**src/rtl/spike_event_fifo.sv**
```systemverilog
// spike_event_fifo: synapse-index spike FIFO with full/almost_full backpressure,
// first-word-fall-through read port, sticky overflow and saturating drop counter.
module spike_event_fifo #(
  parameter int IDX_W     = 16,
  parameter int DEPTH     = 64,
  parameter int AF_THRESH = 4
) (
  input  logic                         clk,
  input  logic                         rstn,
  input  logic                         w_en,
  input  logic [IDX_W-1:0]             s_index_i,
  output logic                         full,
  output logic                         almost_full,
  output logic                         rd_valid,
  input  logic                         rd_ready,
  output logic [IDX_W-1:0]             rd_index,
  output logic [$clog2(DEPTH+1)-1:0]   count,
  output logic                         overflow,
  input  logic                         clr_overflow,
  output logic [15:0]                  drop_cnt
);
  localparam int AW = $clog2(DEPTH);
  localparam int CW = $clog2(DEPTH+1);
  logic [IDX_W-1:0] mem_q [DEPTH];
  logic [AW-1:0]    wr_ptr_q, wr_ptr_d, rd_ptr_q, rd_ptr_d;
  logic [CW-1:0]    count_q, count_d;
  logic             overflow_q, overflow_d;
  logic [15:0]      drop_cnt_q, drop_cnt_d;
  logic             wr_acc, rd_acc, drop;
  // Status flags decode only the registered count, so no input reaches an output combinationally.
  assign full        = count_q == CW'(DEPTH);
  assign almost_full = (CW'(DEPTH) - count_q) <= CW'(AF_THRESH);
  assign rd_valid    = count_q != '0;
  assign rd_index    = rd_valid ? mem_q[rd_ptr_q] : '0;
  assign count       = count_q;
  assign overflow    = overflow_q;
  assign drop_cnt    = drop_cnt_q;
  always_comb begin
    wr_acc     = w_en & ~full;
    rd_acc     = rd_valid & rd_ready;
    drop       = w_en & full;
    wr_ptr_d   = wr_acc ? wr_ptr_q + AW'(1) : wr_ptr_q;
    rd_ptr_d   = rd_acc ? rd_ptr_q + AW'(1) : rd_ptr_q;
    count_d    = (wr_acc & ~rd_acc) ? count_q + CW'(1) :
                 (rd_acc & ~wr_acc) ? count_q - CW'(1) : count_q;
    overflow_d = drop | (overflow_q & ~clr_overflow);
    drop_cnt_d = (drop && drop_cnt_q != 16'hFFFF) ? drop_cnt_q + 16'd1 : drop_cnt_q;
  end
  always_ff @(posedge clk or negedge rstn) begin
    if (!rstn) begin
      wr_ptr_q   <= '0;
      rd_ptr_q   <= '0;
      count_q    <= '0;
      overflow_q <= 1'b0;
      drop_cnt_q <= '0;
    end else begin
      wr_ptr_q   <= wr_ptr_d;
      rd_ptr_q   <= rd_ptr_d;
      count_q    <= count_d;
      overflow_q <= overflow_d;
      drop_cnt_q <= drop_cnt_d;
    end
  end
  always_ff @(posedge clk) begin
    if (wr_acc) mem_q[wr_ptr_q] <= s_index_i;
  end
endmodule
```
**config.mk**
```make
export PLATFORM = sky130hd
export DESIGN_NAME = spike_event_fifo
export DESIGN_NICKNAME = d
export VERILOG_FILES = /design/src/rtl/spike_event_fifo.sv
export SDC_FILE = /design/constraint.sdc
export NUM_CORES = 1
export LEC_CHECK = 0
export CAP_MARGIN = 20
export CORE_ASPECT_RATIO = 0.8
export CORE_MARGIN = 4
export CORE_UTILIZATION = 51
export DETAILED_ROUTE_END_ITERATION = 10
export GPL_ROUTABILITY_DRIVEN = 0
export PLACE_DENSITY = 0.7
export SETUP_SLACK_MARGIN = 0.2
export SLEW_MARGIN = 20
export SYNTH_ARGS = -nofsm -noshare
export SYNTH_HDL_FRONTEND = slang
export SYNTH_SLANG_ARGS = --single-unit
```
**constraint.sdc**
```tcl
create_clock -name clk -period 3.4 [get_ports clk]
set_clock_uncertainty 0.15 [all_clocks]
set_input_delay 0.34 -clock clk [delete_from_list [all_inputs] [get_ports clk]]
set_output_delay 0.34 -clock clk [all_outputs]
set_load 0.02 [all_outputs]
```
; Yosys cells after proc, flatten, opt, wreduce, memory -nomap -nowiden
; Memories as Yosys holds them, arrays and structs flattened.
; Index checks and enable logic that the tools add are counted.
[word_totals]
mem_count = 1
ramBits = 1024
input_bits = 21
regBits = 36
[memory_table]
columns = name, depth, width, read_ports, rd_ports_with_merged_regs, wr, line_no
row1 = mem_q, 64, 16, 1, 0, 1, 24  ; logic [IDX_W-1:0] mem_q [DEPTH];
[classes]
n_reduce_logical = 3
n_eq_ne = 2
n_mux = 5
add_sub_neg = 6
magnitude_cmp = 1
bitwise = 11
[op_table]
columns = operator, n
row1 = "adder 16 x 1 -> 16 bit, second input constant", 1
row2 = two-way mux 16 bit, 1
row3 = "inequality test 16 bit, second input constant", 1
row4 = two-way mux 7 bit, 2
row5 = "adder 6 x 1 -> 6 bit, second input constant", 2
row6 = "adder 7 x 1 -> 7 bit, second input constant", 1
row7 = "== test 7 bit, second input constant", 1
row8 = "<= comparator 7 x 3 -> 1 bit, second input constant", 1
row9 = nonzero test 7 bit, 1
row10 = "subtractor 7 x 1 -> 7 bit, second input constant", 1
row11 = "subtractor 7 bit, first input constant", 1
row12 = bitwise AND 1 bit, 6
row13 = inverter 1 bit, 4
row14 = two-way mux 1 bit, 2
row15 = nonzero test 2 bit, 1
row16 = logical AND 1 bit, 1
row17 = OR 1 bit, 1

; Longest topological paths before layout
; Gate-level depths: netlist (run 1).
[depth]
word_depth = 7
depth_mapped = 12
ltp_nobuf = 12

; Worst setup path before layout (run 1)
; No wires, ideal clock.
[synth_timing]
path_type = reg2reg
from = reg count_q[4], in the netlist count[4]
to = reg count_q[5], in the netlist count[5]
n_path_buf = 0
period_less_slack_ps = 3609
setup_time_ps = 136
slack_ps = -209
arrival_time_ps = 3322
stages_incl_launch_ff = 13
cell_sequence = dfrtp_1 nor4_1 nand3b_1 and2_1 inv_1 ha_1 inv_1 ha_1 a21o_1 a21o_1 a21oi_1 nor4_1 or3b_2
[synth_lines]
columns = item, line_no
row1 = from (decl), 26  ; logic [CW-1:0] count_q, count_d;
row2 = from (signal assigned), 59  ; count_q <= count_d;
row3 = nonzero test 7 bit (*), 33  ; assign rd_valid = count_q != '0;
row4 = via rd_valid, 14  ; output logic rd_valid,
row5 = bitwise AND 1 bit (*), 40  ; rd_acc = rd_valid & rd_ready;
row6 = inverter 1 bit, 44  ; count_d = (wr_acc & ~rd_acc) ? count_q + CW'(1) :
row7 = bitwise AND 1 bit, 44
row8 = two-way mux 7 bit or nonzero test 2 bit (tied branches), -
; Mark *: on every way through the listed nets, which the timed path passes. The rest lies on a longest branch. The select of a mux whose other input is x is not followed.
; A chain may end at the register's enable or synchronous reset.

; Final worst setup path (run 1)
[layout_timing]
from = reg rd_ptr_q[0]
to = out rd_index[0]
[layout_via]
elab_chain_cells = 2
[layout_lines]
columns = item, line_no
row1 = from (decl), 25  ; logic [AW-1:0] wr_ptr_q, wr_ptr_d, rd_ptr_q, rd_ptr_d;
row2 = from (signal assigned), 58  ; rd_ptr_q <= rd_ptr_d;
row3 = memory (64 x 16 bit), -
row4 = two-way mux 16 bit, 34  ; assign rd_index = rd_valid ? mem_q[rd_ptr_q] : '0;
row5 = to (decl), 16  ; output logic [IDX_W-1:0] rd_index,
; Every way passes these cells.

==> qor.yml, run 1 <==
nFillCells: 5357
r2r_cells: 12
crit_chain: "buf_12 -> buf_12 -> buf_16 -> buf_8 -> mux4_2 -> a22oi_2 -> a22o_4 -> o32ai_2 -> buf_4"
antenna_cells: 0
io_pins: 64
ys_warn_count: 0
hp-class: "in2reg"
wl_microns: 103000
gr-usage-all-layers_pct: 24.2
h-tree-depth: 3
ff_latch_area_sq_mm: 0.0317
ys_seq_elements: 1060
cts_root_buffer: "clkbuf_16"
whs_path_depth: 1
final_max_slew_viol_count: 0
numCtsBuffers: 95
wire_per_inst_microns: 30.2
final_cells: 3400
dieArea_sq_mm: 0.0849
rsz0062_at_grt: "yes"
crit_path_frequent_cell: "buf_12"
multi_input_area_sq_mm: 0.00931
crit_path_end_kind: "output port"
yosys_most_used_dff: "edfxtp_1"
drc: 0
critPathRequiredTime_ns: 2.91
p_leak_nw: 16.2
syn-num-nets: 1989
max_stage_delay_ns: 0.57
antenna_found_initial: 3
crit_slowest_cell: "mux4_2"
yosys.area.top_type: "edfxtp_1"
drtIter0Drc: 2843
stdcell_area_sq_mm: 0.0489
async_flop_share_pct: 3.40
synth_cell_types: 49
clkSinkCount: 1060
final_layout_size_suffix_gt1_share_pct: 32.2
ant_nets: 0
timing.final.crit_period_ns: 3.62
synth_area_per_cell_sq_um: 20.9
timing.fmax_mhz: 276
synth_edf_count: 1024
chipHeight_microns: 261
hold_viol: 0
port-buffer-count: 63
dp_cells: 3192
status: "complete, but fails checks"
ys_seq_area_share_pct: 77.3
hp-start: "s_index_i[1]"
grt_overflow: 0
tns_ns: -2.98
p_per_area_mw_per_mm2: 838
max_slew_margin_pct: 30.4
cp_max_fo: 7
worstSetupPathType: "reg2out"
reg2reg_from: "count[3]"
cts_tree: "built"
ir_drop_v: 0.000594
synth.area.top_cells: "edfxtp_1 (75%), mux4_2 (11%), mux2i_1 (3.2%)"
clockBufferDepth: 3
initial_utilization_pct: 51.7
grt_pass1_vias: 21500
drt_first_pass_iters: 7
total_power_mw: 41.0
startpoint_type: "register"
dp_hpwl_microns: 62400
fin_nets: 2320
period_share_pct: 107
setup_viol: 16
die_x_microns: 325
vias_per_cell: 6.32
grt_max_degree: 65
cp-startpoint: "rd_ptr_q[0]"
cp.arrival_ns: 3.13
cap_violations: 0
synth_area_sq_mm: 0.0409
placed_area_sq_mm: 0.0448
coreArea_sq_mm: 0.0792
violations: "negative setup slack"
netlist_instances: 1958
clk-insertion-delay-late_ns: 0.66
tightest_slew_ns: 1.04
clk_pin_slew_ns: 0.06
yosysTopAreaCellShare_pct: 75.1
num_vias: 21500
fp-row-count: 92
syn2layout_area_growth_pct: 19.4
post-route-util_pct: 61.7
grt_pass1_wl_microns: 149000
fin_ws_ns: -0.225
sequential cells by signal, summed over array words and instances, names as in the netlist:
signal	cells
mem_q	1024
drop_cnt	16
count	7
rd_ptr_q	6
wr_ptr_q	6
overflow	1
what timing repair did:
action,4_1_cts,5_1_grt
hold buffers,2,0
gates cloned,4,0
gates resized for setup,181,46
endpoints found under the setup margin,17,69
buffers inserted,13,15
pin swaps,23,17
endpoints found under the hold margin,42,0
cells in the final DEF, fill, tap and decap left out, drive strengths merged, types with 5 or more instances in the layout:
master         count
xnor2             12
edfxtp          1024
a22oi             34
clkinv            40
a211oi            36
clkdlybuf4s50     29
ha                 9
nor2              75
nand3b             5
bufinv             8
clkbuf           118
nand3             10
a22o              46
o22ai             10
o221ai            54
mux2i            129
o21ai             10
nor2b              6
mux4             192
a21oi             33
nand2             30
buf              313
dfrtp             36
o32ai             14
inv               18
and2               5
nor3               8
xor2              16
nor4               5
Yosys cell counts, types with 14 or more instances:
cell and count:
xor2_1 16, buf_2 20, buf_4 17, a21oi_1 33, a22o_1 46, a211oi_1 36, mux4_2 192, o32ai_1 14
clkbuf_1 60, edfxtp_1 1024, inv_1 14, nand2_1 30, a22oi_1 34, dfrtp_1 36, mux2i_1 129, o221ai_1 54
nor2_1 75
stage by stage:
step                      hold WS [ns]  setup WS, ns
after global routing            0.0516        -0.299
after global placement           0.329        -0.260
after detailed placement         0.331        -0.255
after floorplan                 -0.106         0.210
after CTS                       0.0416        -0.259
final                           0.0681        -0.225
power by group:
group / leakage [nW] / internal [mW] / switching [mW]
Clock: 1.49 / 5.92 / 4.60
Combinational: 5.05 / 7.10 / 8.11
Sequential: 9.66 / 14.9 / 0.359
Total: 16.2 / 27.9 / 13.1
cell type report:
cell class / instances / share of cell area (%)
flip-flops and latches: 1060 / 64.8
well taps: 1034 / 2.65
clock buffers: 118 / 5.21
clock inverters: 56 / 1.01
repair buffers: 346 / 7.22
inverters: 14 / 0.113
multi-input cells: 772 / 19.0
critical path, delay by kind of cell, from the launching register on:
family                 cells  cell delay [ns]
buffers and inverters      5             0.79
AOI/OAI and AO/OA          3             0.63
muxes                      1             0.57
DFF                        1             0.48
path summary, 6_finish.rpt:
check	to	slack, ns
min in group asynchronous	count[2]	0.18
setup reg to reg	count[5]	0.33
max in group asynchronous	rd_ptr_q[0]	2.28
hold / removal	mem_q[46][1]	0.07
hold reg to reg	drop_cnt[15]	0.35
setup / recovery	rd_index[0]	-0.22
metal layers:
layer / track usage [%] / vias up / routed length (microns)
met5: 0 / - / 0
met4: 6.03 / 0 / 2480
met3: 6.32 / 158 / 11600
met1: 35.5 / 11200 / 41400
met2: 36.9 / 1198 / 47100
li1: - / 8885 / -
cells by family (layout without fill, tap and decap cells):
kind of cell,Yosys count,in the layout,synth area share (%)
XOR/XNOR,28,28,0.599
flip-flops,1060,1060,77.3
AND/OR/NAND/NOR,162,162,1.84
multiplexers,323,323,13.8
adder cells (fa/ha/maj),10,10,0.324
buffers and inverters,126,534,1.50
AO/OA/AOI/OAI,249,249,4.66
No activity file was read; power rests on OpenSTA's default activity.
==> inputs of run 2 (changes only) <==
- CORE_ASPECT_RATIO: 0.8 -> default
- CORE_UTILIZATION: 51 -> 56
- PLACE_DENSITY: 0.7 -> 0.75
==> run 2 against run 1 <==
Flip-flop and latch count unchanged. Non-clock buffer count up 33. Worst hold slack got worse by 0.0093 ns. Via count grew 3.5%. Highest routed layer unchanged. The flow still finishes with violations (negative setup slack). Critical endpoint is now rd_index[14]. Worst setup slack better by 0.0016 ns. Sequential power about the same. Routed wire length increased by 3.0%.
==> qor.yml, run 2 (same netlist as run 1, synthesis figures left out) <==
crit_path_frequent_cell: "buf_12"  # unchanged
timing.fmax_mhz: 276  # about the same
io_pins: 64  # unchanged
grt_max_degree: 73  # was 65
ir_drop_v: 0.000630  # was 0.000594 V
multi_input_area_sq_mm: 0.00958  # was 0.00931 sq mm
reg2reg_from: "count[4]"  # was count[3]
hold_viol: 0  # unchanged
wire_per_inst_microns: 31.5  # was 30.2 microns
crit_slowest_cell: "dfrtp_4"  # was mux4_2
crit_path_end: "rd_index[14]"  # was rd_index[0]
cp_top_family: "compound AO/OA/AOI/OAI gates"  # was buffers and inverters
grt_pass1_vias: 22100  # was 21.5k
cp-startpoint: "rd_ptr_q[0]"  # unchanged
max_stage_delay_ns: 0.51  # was 0.57 ns
r2r_cells: 13  # was 12
cp.arrival_ns: 3.13  # about the same
grt_use_met3_pct: 5.94  # was 6.32%
coreArea_sq_mm: 0.0720  # was 0.0792 sq mm
rrSetupSlack_ns: 0.18  # was 0.33 ns
setup_viol: 16  # unchanged
timing.final.crit_period_ns: 3.62  # about the same
cap_violations: 0  # unchanged
period_share_pct: 107  # about the same
clk-insertion-delay-late_ns: 0.66  # about the same
final_common_cell: "edfxtp_1"  # unchanged
status: "complete, but fails checks"  # unchanged
met2_usage_pct: 40.7  # was 36.9%
drc: 0  # unchanged
cp_max_fo: 7  # unchanged
gr-usage-all-layers_pct: 26.7  # was 24.2%
drtIter0Drc: 2964  # was 2,843
crit_path_end_kind: "output port"  # unchanged
clkSinkCount: 1060  # unchanged
clk_pin_slew_ns: 0.06  # about the same
gr-max-usage-layer: "met2"  # unchanged
worstSetupPathType: "reg2out"  # unchanged
antenna_cells: 0  # unchanged
gr-usage-met1_pct: 38.6  # was 35.5%
syn2layout_area_growth_pct: 21.6  # was 19.4%
fin_nets: 2358  # was 2,320
clockBufferDepth: 3  # unchanged
layout_common_cells: "edfxtp_1 (1,024), buf_4 (235), mux4_2 (192), mux2i_1 (127), clkbuf_16 (105)"  # was edfxtp_1 (1,024), buf_4 (210), mux4_2 (192), mux2i_1 (126), clkbuf_16 (97)
die_x_microns: 278  # was 325 microns
final_layout_size_suffix_gt1_share_pct: 34.5  # was 32.2%
final_max_slew_viol_count: 0  # unchanged
r2r-end: "count[5]"  # unchanged
cp_num_cells: 9  # unchanged
post-route-util_pct: 69.2  # was 61.7%
cp_num_buf_inv: 4  # was 5
max_slew_margin_pct: 26.9  # was 30.4%
rsz0062_at_grt: "yes"  # unchanged
vias_per_cell: 6.62  # was 6.32
crit_chain: "buf_12 -> buf_12 -> mux4_2 -> a22o_4 -> a2111oi_4 -> buf_4 -> a21oi_4 -> a22o_1 -> buf_6"  # was buf_12 -> buf_12 -> buf_16 -> buf_8 -> mux4_2 -> a22oi_2 -> a22o_4 -> o32ai_2 -> buf_4
numCtsBuffers: 100  # was 95
grt_pass1_wl_microns: 152000  # was 149,000 microns
violations: "negative setup slack"  # unchanged
cts_root_buffer: "clkbuf_16"  # unchanged
regMostFlops: "mem_q"  # unchanged
num_vias: 22200  # was 21.5k
ant_nets: 0  # unchanged
dieArea_sq_mm: 0.0775  # was 0.0849 sq mm
h-tree-depth: 3  # unchanged
tightest_slew_ns: 1.10  # was 1.04 ns
place_ws_ns: -0.0969  # was -0.255 ns
nFillCells: 4129  # was 5,357
fin_ws_ns: -0.223  # was -0.225 ns
startpoint_type: "register"  # unchanged
cts_tree: "built"  # unchanged
initial_utilization_pct: 56.9  # was 51.7%
hp-class: "in2reg"  # unchanged
port-buffer-count: 63  # unchanged
largest_register_ffs: 1024  # unchanged
grt_overflow: 0  # unchanged
p_per_area_mw_per_mm2: 864  # was 838 mW/mm^2
ff_latch_area_sq_mm: 0.0317  # unchanged
dp_hpwl_microns: 59800  # was 62,400 microns
tns_ns: -2.54  # was -2.98 ns
fp-row-count: 98  # was 92
drt_first_pass_iters: 5  # was 7
antenna_found_initial: 0  # was 3
p_leak_nw: 16.6  # was 16.2 nW
chipHeight_microns: 278  # was 261 microns
critPathRequiredTime_ns: 2.91  # about the same
wl_microns: 106000  # was 103,000 microns
==> run 2: layout make-up <==
type | instances | share of cell area [%]
Sequential cell | 1060 | 63.6
Multi-Input combinational cell | 772 | 19.2
Clock buffer | 125 | 5.32
Tap cell | 950 | 2.39
Clock inverter | 59 | 1.29
Inverter | 14 | 0.128
Timing Repair Buffer | 379 | 8.01
==> run 2: worst reg2reg max path, delay by kind of cell, from the launching register on <==
kind / cells / cell delay (ns)
simple gates: 5 / 1.12
compound gates: 3 / 0.54
fa+ha+maj: 2 / 0.47
flops: 1 / 0.45
buf+inv: 3 / 0.37
==> run 2: what timing repair did <==
item,in CTS,in global routing
hold buffers,1,0
resized for setup,231,71
gates cloned,8,4
hold endpoints to repair,36,0
setup endpoints to repair,17,18
pin swaps,43,39
buffers inserted,37,29
==> run 2: metal layers <==
layer	vias to the layer above	routed length [microns]
li1	8951	-
met1	11500	39100
met2	1526	50000
met3	252	12100
met4	0	4540
met5	-	0
==> run 2: report_power, final <==
part	total, mW	internal, mW	leakage, nW	switching, mW
combinational	16.6	7.92	5.33	8.72
sequential	15.2	14.9	9.66	0.334
clock	11.1	6.38	1.61	4.76
==> run 2: how the worst min path moves through the flow <==
stage                        from       endpoint  slack (ns)  depth (start not counted)
floorplan                    rstn       count[0]       -0.11                          0
global placement             rstn       count[2]        0.32                          1
detailed placement           rstn       count[2]        0.34                          1
CTS                 s_index_i[13]  mem_q[34][13]        0.04                          1
global route        s_index_i[13]  mem_q[34][13]        0.06                          1
finish              s_index_i[13]  mem_q[34][13]        0.06                          1
==> run 2: per-stage QoR <==
step                power [mW]  area [sq um]  hold slack (ns)  instances
floorplan                 22.7         41000           -0.106       1958
global placement          28.3         44500            0.320       3096
detailed placement        28.5         44500            0.339       3096
CTS                       41.8         49100           0.0379       3326
global route              44.3         49800           0.0558       3359
finish                    43.0         49800           0.0588       3359
